===== src/rtl/ws2812b_pkg.sv =====
// Shared definitions for the WS2812B pixel sequencer: host register map,
// status bit positions and the auto-read FSM encoding.
package ws2812b_pkg;

  localparam logic [3:0] ADDR_R      = 4'h0;
  localparam logic [3:0] ADDR_G      = 4'h1;
  localparam logic [3:0] ADDR_B      = 4'h2;
  localparam logic [3:0] ADDR_STATUS = 4'h3;
  localparam logic [3:0] ADDR_COUNT  = 4'h4;

  localparam int STAT_NONEMPTY  = 0;
  localparam int STAT_COUNT_LSB = 1;
  localparam int STAT_COUNT_MSB = 2;
  localparam int STAT_OVERFLOW  = 3;
  localparam int STAT_BUSY      = 4;
  localparam int STAT_ENABLE    = 5;

  typedef enum logic [2:0] {
    ST_IDLE     = 3'd0,
    ST_RD_R     = 3'd1,
    ST_RD_G     = 3'd2,
    ST_RD_B     = 3'd3,
    ST_WAIT_CLR = 3'd4
  } state_e;

endpackage


===== src/rtl/ws2812b_pixel_fifo.sv =====
// Small 24-bit pixel FIFO. A push into a full FIFO is accepted only when a
// pop happens in the same cycle; a pop on an empty FIFO is ignored.
module ws2812b_pixel_fifo #(
  parameter int DEPTH = 2
) (
  input  logic                     clk,
  input  logic                     reset,
  input  logic                     push,
  input  logic                     pop,
  input  logic [23:0]              wdata,
  output logic [23:0]              rdata,
  output logic                     full,
  output logic                     empty,
  output logic [$clog2(DEPTH):0]   count
);

  localparam int AW = $clog2(DEPTH);
  localparam int CW = AW + 1;

  logic [23:0]   mem_q [DEPTH];
  logic [AW-1:0] wr_ptr_q;
  logic [AW-1:0] rd_ptr_q;
  logic [CW-1:0] count_q;
  logic          pop_ok;
  logic          push_ok;

  assign empty   = (count_q == '0);
  assign full    = (count_q == CW'(DEPTH));
  assign pop_ok  = pop && !empty;
  assign push_ok = push && (!full || pop_ok);
  assign rdata   = mem_q[rd_ptr_q];
  assign count   = count_q;

  always_ff @(posedge clk or posedge reset) begin
    if (reset) begin
      wr_ptr_q <= '0;
      rd_ptr_q <= '0;
      count_q  <= '0;
    end else begin
      if (push_ok) wr_ptr_q <= wr_ptr_q + AW'(1);
      if (pop_ok)  rd_ptr_q <= rd_ptr_q + AW'(1);
      count_q <= count_q + CW'(push_ok) - CW'(pop_ok);
    end
  end

  // Storage needs no reset: entries are only visible once counted.
  always_ff @(posedge clk) begin
    if (push_ok) mem_q[wr_ptr_q] <= wdata;
  end

endmodule


===== src/rtl/ws2812b_rgb_sequencer.sv =====
// Auto-reads captured R/G/B bytes from the demux register file, buffers
// whole pixels in a FIFO and exposes them through a byte register map.
module ws2812b_rgb_sequencer
  import ws2812b_pkg::*;
#(
  parameter int FIFO_DEPTH = 2,
  parameter int CNT_W      = 8
) (
  input  logic       clk,
  input  logic       reset,
  input  logic       enable,
  input  logic       rgb_ready,
  input  logic       idle,
  input  logic [7:0] rgb_byte,
  output logic       dmx_read_en,
  output logic [3:0] dmx_read_address,
  input  logic       host_read_en,
  input  logic [3:0] host_address,
  output logic [7:0] host_data,
  output logic       irq
);

  localparam int FCW = $clog2(FIFO_DEPTH) + 1;

  state_e           state_q, state_d;
  logic [7:0]       r_q, g_q;
  logic [CNT_W-1:0] pix_cnt_q, pix_cnt_d;
  logic             ovf_q, ovf_d;

  logic             push_req;
  logic             pop_req;
  logic             ovf_set;
  logic [23:0]      fifo_rdata;
  logic [23:0]      head;
  logic             fifo_full;
  logic             fifo_empty;
  logic [FCW-1:0]   fifo_count;
  logic [1:0]       count_sat;
  logic [7:0]       status;
  logic [7:0]       cnt_byte;

  // An idle gap mid-read abandons the partial pixel before anything else.
  always_comb begin
    state_d = state_q;
    if ((state_q == ST_RD_R || state_q == ST_RD_G || state_q == ST_RD_B) && idle) begin
      state_d = ST_IDLE;
    end else begin
      case (state_q)
        ST_IDLE:     if (rgb_ready && enable && !idle) state_d = ST_RD_R;
        ST_RD_R:     state_d = ST_RD_G;
        ST_RD_G:     state_d = ST_RD_B;
        ST_RD_B:     state_d = ST_WAIT_CLR;
        ST_WAIT_CLR: if (!rgb_ready || idle) state_d = ST_IDLE;
        default:     state_d = ST_IDLE;
      endcase
    end
  end

  always_ff @(posedge clk or posedge reset) begin
    if (reset) state_q <= ST_IDLE;
    else       state_q <= state_d;
  end

  always_comb begin
    dmx_read_en      = 1'b0;
    dmx_read_address = 4'h0;
    case (state_q)
      ST_RD_R: begin dmx_read_en = 1'b1; dmx_read_address = ADDR_R; end
      ST_RD_G: begin dmx_read_en = 1'b1; dmx_read_address = ADDR_G; end
      ST_RD_B: begin dmx_read_en = 1'b1; dmx_read_address = ADDR_B; end
      default: ;
    endcase
  end

  always_ff @(posedge clk or posedge reset) begin
    if (reset) begin
      r_q <= 8'h00;
      g_q <= 8'h00;
    end else begin
      if (state_q == ST_RD_R) r_q <= rgb_byte;
      if (state_q == ST_RD_G) g_q <= rgb_byte;
    end
  end

  assign push_req = (state_q == ST_RD_B) && !idle;
  assign pop_req  = host_read_en && (host_address == ADDR_B);
  assign ovf_set  = push_req && fifo_full && !pop_req;

  always_comb begin
    pix_cnt_d = pix_cnt_q;
    if (idle)                              pix_cnt_d = '0;
    else if (push_req && pix_cnt_q != '1)  pix_cnt_d = pix_cnt_q + CNT_W'(1);

    ovf_d = ovf_q;
    if (ovf_set)                                             ovf_d = 1'b1;
    else if (host_read_en && host_address == ADDR_STATUS)    ovf_d = 1'b0;
  end

  always_ff @(posedge clk or posedge reset) begin
    if (reset) begin
      pix_cnt_q <= '0;
      ovf_q     <= 1'b0;
    end else begin
      pix_cnt_q <= pix_cnt_d;
      ovf_q     <= ovf_d;
    end
  end

  ws2812b_pixel_fifo #(
    .DEPTH (FIFO_DEPTH)
  ) u_fifo (
    .clk   (clk),
    .reset (reset),
    .push  (push_req),
    .pop   (pop_req),
    .wdata ({r_q, g_q, rgb_byte}),
    .rdata (fifo_rdata),
    .full  (fifo_full),
    .empty (fifo_empty),
    .count (fifo_count)
  );

  if (CNT_W >= 8) begin : g_cnt_wide
    assign cnt_byte = pix_cnt_q[7:0];
  end else begin : g_cnt_narrow
    assign cnt_byte = {{(8-CNT_W){1'b0}}, pix_cnt_q};
  end

  assign head      = fifo_empty ? 24'h000000 : fifo_rdata;
  assign count_sat = (fifo_count > FCW'(3)) ? 2'd3 : fifo_count[1:0];
  assign irq       = !fifo_empty;

  always_comb begin
    status = 8'h00;
    status[STAT_NONEMPTY]                  = !fifo_empty;
    status[STAT_COUNT_MSB:STAT_COUNT_LSB]  = count_sat;
    status[STAT_OVERFLOW]                  = ovf_q;
    status[STAT_BUSY]                      = (state_q != ST_IDLE);
    status[STAT_ENABLE]                    = enable;
  end

  always_comb begin
    host_data = 8'h00;
    case (host_address)
      ADDR_R:      host_data = head[23:16];
      ADDR_G:      host_data = head[15:8];
      ADDR_B:      host_data = head[7:0];
      ADDR_STATUS: host_data = status;
      ADDR_COUNT:  host_data = cnt_byte;
      default:     host_data = 8'h00;
    endcase
  end

endmodule


===== config.mk =====
export PLATFORM = sky130hd
export DESIGN_NAME = ws2812b_rgb_sequencer
export DESIGN_NICKNAME = d
export VERILOG_FILES = /design/src/rtl/ws2812b_pkg.sv /design/src/rtl/ws2812b_pixel_fifo.sv /design/src/rtl/ws2812b_rgb_sequencer.sv
export SDC_FILE = /design/constraint.sdc
export NUM_CORES = 1
export LEC_CHECK = 0
export CORE_ASPECT_RATIO = 1.2
export CORE_MARGIN = 2
export CORE_UTILIZATION = 35
export DETAILED_ROUTE_END_ITERATION = 7
export PLACE_DENSITY_LB_ADDON = 0.12
export REMOVE_ABC_BUFFERS = 1
export SYNTH_ARGS = -nofsm -noshare
export SYNTH_HDL_FRONTEND = slang
export SYNTH_SLANG_ARGS = --single-unit

===== constraint.sdc =====
create_clock -name clk -period 6.7 [get_ports clk]
set_input_delay 1.34 -clock clk [delete_from_list [all_inputs] [get_ports clk]]
set_output_delay 1.34 -clock clk [all_outputs]
set_load 0.02 [all_outputs]

Word-level counts from Yosys, hierarchy flattened
Memory sizes are Yosys's and may differ from the RTL's. Index checks and enable logic that the tools add are counted.

Flip-flop bits (word level): 32. Memory bits (writable): 48. Memories kept: 1.

Add/sub/neg operators: 5. Eq/ne operators: 12. Muxes and demuxes: 15. $lt $le $gt $ge: 1. Reduce and logical (&&, ||, !) cells: 28.

Memories: u_fifo.mem_q (words 2, bits a word 24, read ports 1, clocked after memory_dff 0, wr ports 1, line ws2812b_pixel_fifo.sv:20) `logic [23:0] mem_q [DEPTH];`.

Operators by type and width (number): $pmux W8 S5 (1); $mux W24 (1); $mux W8 (2); $pmux W3 S5 (1); $logic_and A1 B1 Y1 (11); $mux W3 (3); $add A8 B1 Y8 const B (1); $eq A4 B2 Y1 const B (2); $ne A8 B8 Y1 const B (1); $eq A3 B2 Y1 const B (2); $ne A3 B3 Y1 const B (2); $logic_not A1 Y1 (5); $mux W1 (5); $eq A4 B1 Y1 const B (1); $eq A4 B3 Y1 const B (1); $logic_not A4 Y1 (1); $logic_or A1 B1 Y1 (4); $pmux W2 S2 (1); $reduce_bool A2 Y1 (2); $eq A3 B1 Y1 const B (1); $eq A3 B3 Y1 const B (1); $logic_not A3 Y1 (1); $reduce_bool A3 Y1 (1); $reduce_or A3 Y1 (1); 8 further kinds (9).

Logic depth before layout (Yosys ltp)
Gate-level depths: netlist of run 1.

Depth in word-level cells: 7. Depth in mapped cells: 6. Mapped depth without buffers: 5.

Hierarchy
Synthesis of run 1 repeated with hierarchy kept, for this count alone.

Cell total of the unflattened synthesis: 261. Area total of the unflattened synthesis: 3731.1 um^2.

Modules (own cells, without submodules): ws2812b_pixel_fifo (times used 1, cells an instance 100, area an instance 1973.1 um^2); ws2812b_rgb_sequencer (times used 1, cells an instance 161, area an instance 1757.9 um^2).

Worst setup path before layout of run 1
OpenSTA, ideal clock, no wires.

Path type: input -> output. Start point: in host_address[0]. End point: out host_data[1]. Setup slack: 2697 ps. Arrival time: 2663 ps. Buffers on the path: 2. Cell stages on the path: 6. Data required time: 5360 ps. Cell sequence: buf_6 > and2b_1 > buf_2 > nand2_1 > o211a_1 > o32ai_1.

Cells in the longest elaborated chain, start to end: 2. Elaborated cells on any way between the ends: 6. Those cells by class: eq/ne (4); mux (1); reduce/logical (1).

RTL lines: start, declared (line ws2812b_rgb_sequencer.sv:18) `input logic [3:0] host_address,`; $eq A4 B3 Y1 (tied with other cells) (line ws2812b_rgb_sequencer.sv:144) `case (host_address)`; $pmux W8 S5 (*) (line ws2812b_rgb_sequencer.sv:144); end, declared (line ws2812b_rgb_sequencer.sv:19) `output logic [7:0] host_data,`.

Every way passes the cells marked *; elsewhere a longest branch is shown, timed or not.

Worst setup path after layout of run 1
Start point: in host_address[0]. End point: out host_data[0].

Same word-level chain as after synthesis.

==> qor.yml, run 1 <==
status: "finished clean"
rr_endpoint: "u_fifo.mem_q[0][6]$_DFFE_PP_"
cts_buffer_depth: 2
ys.flop_type: "edfxtp_1"
p_clk_share_pct: 33.8
reg2regPathDepth: 4
drcViolationCount: 0
hold_path_end: "u_fifo.mem_q[0][20]$_DFFE_PP_"
ys_seq_area_share_pct: 63.4
hold_start: "r_q[4]$_DFFE_PP0P_"
busiest_layer: "met2"
rrSetupSlack_ns: 4.76
ys_warn_count: 0
die_w_um: 95.8
synth_top_area_cell: "edfxtp_1"
n_fill_cell: 924
power.density_mw_per_mm2: 307
drv_slew: 0
grt_use_met3_pct: 3.23
clock-sinks: 80
tightest_slew_ns: 0.885
synth_top_area_share_pct: 40.8
start_kind: "primary input"
post_route_cells_drive_above_1_share_pct: 16.3
met1_usage_pct: 19.0
dpl.hpwl_mm: 5.06
drtPass1Iterations: 4
die_area_mm2: 0.0109
cp_max_fo: 18
synth.area.top_cells: "edfxtp_1 41%, dfrtp_1 23%, mux2_2 5.4%, mux2i_1 4.0%, nor2_1 2.2%"
setup_viol_count_final: 0
pwr-share-seq_pct: 52.1
drt_iter0_drc: 132
syn_avg_cell_area_um2: 13.9
cap_viol_max_count: 0
h-tree-depth: 3
cts_setup_buffers: 0
io_pins: 32
seq_area_mm2: 0.00224
clock_latency_ns: 0.32
syn2layout_area_growth_pct: 18.7
synthCells: 254
grt_antenna_before_repair: 0
finalCritPeriodShare_pct: 81.1
initial_core_util_pct: 35.7
grt_max_degree: 33
cp.required_ns: 5.36
power_frac_comb_pct: 14.1
yosys.area_share.simple_pct: 10.5
holdPathStages: 0
antenna_cells: 0
whs_ns: 0.462
yosys.area_share.adder_pct: 0.354
syn_area_mm2: 0.00354
fmax_ghz: 0.184
hp-class: "reg2reg"
arrival_ns: 4.10
fin_nets: 303
overflow: 0
clkTransAtPathRegs_ns: 0.06
endpoint_kind: "output port"
synthMuxAreaShare_pct: 10.7
intPower_uw: 954
cts_tree: "yes"
grt_usage_pct: 14.6
rows: 40
cts_resized: 0
synth_compound_area_share_pct: 9.98
switching_share_pct: 25.9
synth-seq-cells: 80
met2_usage_pct: 24.2
synth_top_family_by_area: "multiplexers"
ctsHoldBuffers: 0
async_reset_ff_share_pct: 40.0
synth_edf_count: 48
detail_route.wl_per_cell_um: 17.8
slew_headroom_pct: 41.0
crit_type: "in2out"
place_congestion: 0.755
routed_via_density: 5.09
switching_power_uw: 334
synth.distinct_cells: 57
hold_viol: 0
core_area_mm2: 0.00991
fp.dieH_um: 114
r2r_start: "state_q[2]$_DFFE_PP0P_"
grt_pass1_wl_mm: 11.8
grt_pass1_vias: 2159
rsz0062_at_grt: "no"
root_buffer: "clkbuf_16"
period_minus_slack_ns: 5.44
cts_buffers: 9
finalSetupTns_ns: 0
numPortBuffers: 29
synthXorXnorAreaFrac_pct: 1.73
p_leak_uw: 0.00157
wl_mm: 7.39
vias: 2114
irDropWorstVdd_v: 0.000129
skew_ns: 0.00642
multiInputGateArea_mm2: 0.00119
drtAntennaViolNets: 0
## per-stage QoR
step,setup slack [ns],cells,utilization [%],power (uW),instance area [um2]
final,1.26,415,42.4,1290,4200
after global routing,1.04,415,42.4,1360,4200
after CTS,1.19,415,42.4,1300,4200
after detailed placement,1.19,399,39.7,866,3930
after global placement,1.24,399,39.7,863,3930
after floorplan,2.83,240,-,781,3450
## kinds of logic (layout without fill, tap and decap cells)
kind of cell / count (synthesis) / after routing
adder cells (fa/ha/maj): 1 / 1
flip-flops: 80 / 80
XOR/XNOR: 7 / 7
buffers and inverters: 20 / 54
multiplexers: 33 / 33
other: 1 / 2
AO/OA/AOI/OAI: 49 / 49
AND/OR/NAND/NOR: 63 / 63
## registers in the layout, indices dropped and copies added (netlist names)
signal,count
u_fifo.wr_ptr_q,1
ovf_q,1
g_q,8
cnt_byte,8
u_fifo.mem_q,48
u_fifo.rd_ptr_q,1
state_q,3
r_q,8
u_fifo.count,2
## worst max-delay path, cell delays in order
cell and delay, ns:
clkdlybuf4s50_1 1.00, and2b_1 0.42, a21boi_0 0.19, o32ai_1 0.35, a22o_1 0.18, clkdlybuf4s50_1 0.60
## power groups by stage
stage / Combinational [uW] / Sequential [uW] / Clock [uW]
after floorplan: 123 / 658 / 0
after global placement: 185 / 679 / 0
after detailed placement: 186 / 680 / 0
after CTS: 186 / 672 / 446
after global routing: 200 / 684 / 472
final: 182 / 671 / 435
## cells in the final DEF (no fill, tap or decap), types with 3 or more instances in the layout
| master | netlist | routed |
|---|---|---|
| a211oi_1 | 4 | 4 |
| a21oi_1 | 13 | 13 |
| a22oi_1 | 6 | 6 |
| buf_4 | 4 | 4 |
| clkbuf_16 | 0 | 9 |
| clkdlybuf4s50_1 | 0 | 29 |
| clkinv_2 | 0 | 4 |
| dfrtp_1 | 32 | 32 |
| edfxtp_1 | 48 | 48 |
| inv_1 | 4 | 4 |
| mux2_2 | 17 | 17 |
| mux2i_1 | 14 | 14 |
| nand2_1 | 8 | 8 |
| nand3_1 | 4 | 4 |
| nor2_1 | 21 | 21 |
| nor2b_1 | 4 | 3 |
| nor3_1 | 5 | 5 |
| o211ai_1 | 3 | 3 |
| o21ai_0 | 3 | 3 |
| o22ai_1 | 3 | 3 |
| o32ai_1 | 3 | 3 |
| xor2_1 | 5 | 5 |
## worst max-delay path by stage
stage | cells past startpoint | to | startpoint
finish | 6 | host_data[0] | host_address[0]
global route | 5 | host_data[6] | host_address[0]
CTS | 6 | host_data[0] | host_address[0]
detailed placement | 6 | host_data[0] | host_address[0]
global placement | 6 | host_data[0] | host_address[0]
floorplan | 4 | host_data[2] | host_address[0]
## cell usage after synthesis, types with 3 or more instances
cell type  count
buf_2          5
edfxtp_1      48
o32ai_1        3
a22oi_1        6
nand3_1        4
nand2_1        8
a211oi_1       4
dfrtp_1       32
o22ai_1        3
nor2_1        21
buf_4          4
nor3_1         5
a21oi_1       13
o21ai_0        3
mux2i_1       14
nor2b_1        4
mux2_2        17
o211ai_1       3
inv_1          4
xor2_1         5
## cell type report
type,count,area share (%)
clock buffers,10,5.45
clock inverters,6,0.864
inverters,5,0.566
multi-input cells,155,28.3
flip-flops and latches,80,53.4
well taps,126,3.76
repair buffers,33,7.63
## per-layer routing
layer	vias up	routed length, um
li1	1025	-
met1	1056	3380
met2	29	3730
met3	4	224
met4	0	52
met5	-	0
(Power assumes the default switching activity.)
==> inputs of run 2 (changes only) <==
==> constraint.sdc (replaced) <==
create_clock -name clk -period 5.2 [get_ports clk]
set_input_delay 1.04 -clock clk [delete_from_list [all_inputs] [get_ports clk]]
set_output_delay 1.04 -clock clk [all_outputs]
set_load 0.02 [all_outputs]
==> qor.yml, run 2 (same netlist as run 1, synthesis figures left out) <==
top_register: "u_fifo.mem_q"
cts_buffers: 9  # unchanged
dp_cells: 403  # +1.0%
largest_reg_flops: 48  # unchanged
pwr-share-seq_pct: 52.2  # about the same
drv_slew: 0  # unchanged
syn2layout_area_growth_pct: 19.5
clock_latency_ns: 0.33  # about the same
power_uw: 1660  # +29%
overflow: 0  # unchanged
intPower_uw: 1230  # +29%
numPortBuffers: 29  # unchanged
p_clk_share_pct: 33.5  # -0.3 points
final_common_cell: "edfxtp_1"
drcViolationCount: 0  # unchanged
drt_iter0_drc: 140  # +6.1%
die_area_mm2: 0.0109  # unchanged
slowest_delay_ns: 0.67  # -0.33 ns
grt_pass1_wl_mm: 11.8  # +0.23%
crit_type: "in2out"
rows: 40  # unchanged
grt_antenna_before_repair: 0  # unchanged
status: "finished clean"
tightest_slew_ns: 0.933  # +0.0480 ns
start_kind: "primary input"
skew_ns: 0.00440  # -0.00202 ns
dpl.hpwl_mm: 4.96  # -2.0%
hp-class: "reg2reg"
drtAntennaViolNets: 0  # unchanged
switching_share_pct: 25.8  # -0.060 points
clkTransAtPathRegs_ns: 0.06  # about the same
period_minus_slack_ns: 4.40
cp_slowest_cell: "clkdlybuf4s50_1"
vias: 2159  # +2.1%
p_leak_uw: 0.00159  # +1.1%
path_cells: "clkdlybuf4s50_1 -> buf_4 -> and2b_1 -> nand2_1 -> o211a_1 -> o32ai_1 -> clkdlybuf4s50_1"
fmax_ghz: 0.227
cap_viol_max_count: 0  # unchanged
routed_via_density: 5.15  # +1.2%
cpMostUsedCell: "clkdlybuf4s50_1"
finalCritPeriodShare_pct: 84.5
switching_power_uw: 428  # +28%
cts_setup_buffers: 0  # unchanged
clock-sinks: 80  # unchanged
cts_tree: "yes"
n_fill_cell: 922  # -0.22%
root_buffer: "clkbuf_16"
finalSetupTns_ns: 0  # unchanged
ctsHoldBuffers: 0  # unchanged
io_pins: 32  # unchanged
seq_area_mm2: 0.00224  # unchanged
crit_family: "buffers and inverters"
cts_resized: 0  # unchanged
endpoint_kind: "output port"
grt_max_degree: 33  # unchanged
crit_buf_inv: 3  # +1
drtPass1Iterations: 4  # unchanged
core_area_mm2: 0.00991  # unchanged
setup_viol_count_final: 0  # unchanged
place_congestion: 0.735  # -2.6%
cts_buffer_depth: 2  # unchanged
detail_route.wl_per_cell_um: 17.3  # -2.8%
die_w_um: 95.8  # unchanged
arrival_ns: 3.36  # -0.74 ns
power_frac_comb_pct: 14.3  # +0.2 points
wl_mm: 7.26  # -1.8%
post_route_cells_drive_above_1_share_pct: 17.1  # +0.80 points
slew_headroom_pct: 37.6  # -3.5 points
power.density_mw_per_mm2: 392  # +28%
initial_core_util_pct: 35.7  # unchanged
rsz0062_at_grt: "no"
fp.dieH_um: 114  # unchanged
grt_usage_pct: 14.8  # +0.21 points
final_cell_mix: "48 x edfxtp_1, 32 x dfrtp_1, 29 x clkdlybuf4s50_1, 21 x nor2_1, 17 x mux2_2"
irDropWorstVdd_v: 0.000194  # +51%
cp.required_ns: 4.16  # -1.20 ns
grt_pass1_vias: 2217  # +2.7%
hold_viol: 0  # unchanged
multiInputGateArea_mm2: 0.00119  # unchanged
h-tree-depth: 3  # unchanged
antenna_cells: 0  # unchanged
fin_cells: 419  # +0.96%
fin_nets: 307  # +1.3%
cp_max_fo: 13  # -5
[run 2: through the flow]
stage               instance area (um2)  utilization [%]  hold WS (ns)  setup WS, ns
finish                             4230             42.7         0.462         0.804
global route                       4230             42.7         0.480         0.655
CTS                                4230             42.7         0.464         0.772
detailed placement                 3960             40.0         0.450         0.766
global placement                   3960             40.0         0.446         0.801
floorplan                          3450                -         0.438          1.84
[run 2: power groups by stage]
stage	sequential (uW)	combinational [uW]	clock, uW
6_report	864	237	555
4_1_cts	865	243	573
5_1_grt	880	261	607
2_1_floorplan	848	158	0
3_3_place_gp	871	237	0
3_5_place_dp	878	241	0
[run 2: worst paths after layout]
| check | from | slack [ns] | to | cells past startpoint |
|---|---|---|---|---|
| setup reg to reg | state_q[0]$_DFFE_PP0P_ | 3.27 | r_q[0]$_DFFE_PP0P_ | 2 |
| hold / removal | r_q[0]$_DFFE_PP0P_ | 0.46 | u_fifo.mem_q[0][16]$_DFFE_PP_ | 0 |
| max in group asynchronous | reset | 3.75 | r_q[2]$_DFFE_PP0P_ | 3 |
| min in group asynchronous | reset | 1.12 | state_q[0]$_DFFE_PP0P_ | 3 |
| hold reg to reg | r_q[0]$_DFFE_PP0P_ | 0.46 | u_fifo.mem_q[0][16]$_DFFE_PP_ | 0 |
| setup / recovery | host_address[0] | 0.80 | host_data[2] | 7 |
[run 2: routing by layer]
layer,wire length (um),up-vias,GRT usage [%]
li1,-,1034,-
met1,3150,1078,19.5
met2,3750,39,24.1
met3,252,8,3.16
met4,104,0,5.43
met5,0,-,0
[run 2: layout make-up]
class / instances / area share (%)
Clock buffer: 9 / 5.33
Multi-Input combinational cell: 155 / 28.1
Clock inverter: 7 / 0.918
Inverter: 5 / 0.562
Sequential cell: 80 / 53.0
Tap cell: 126 / 3.73
Timing Repair Buffer: 37 / 8.29
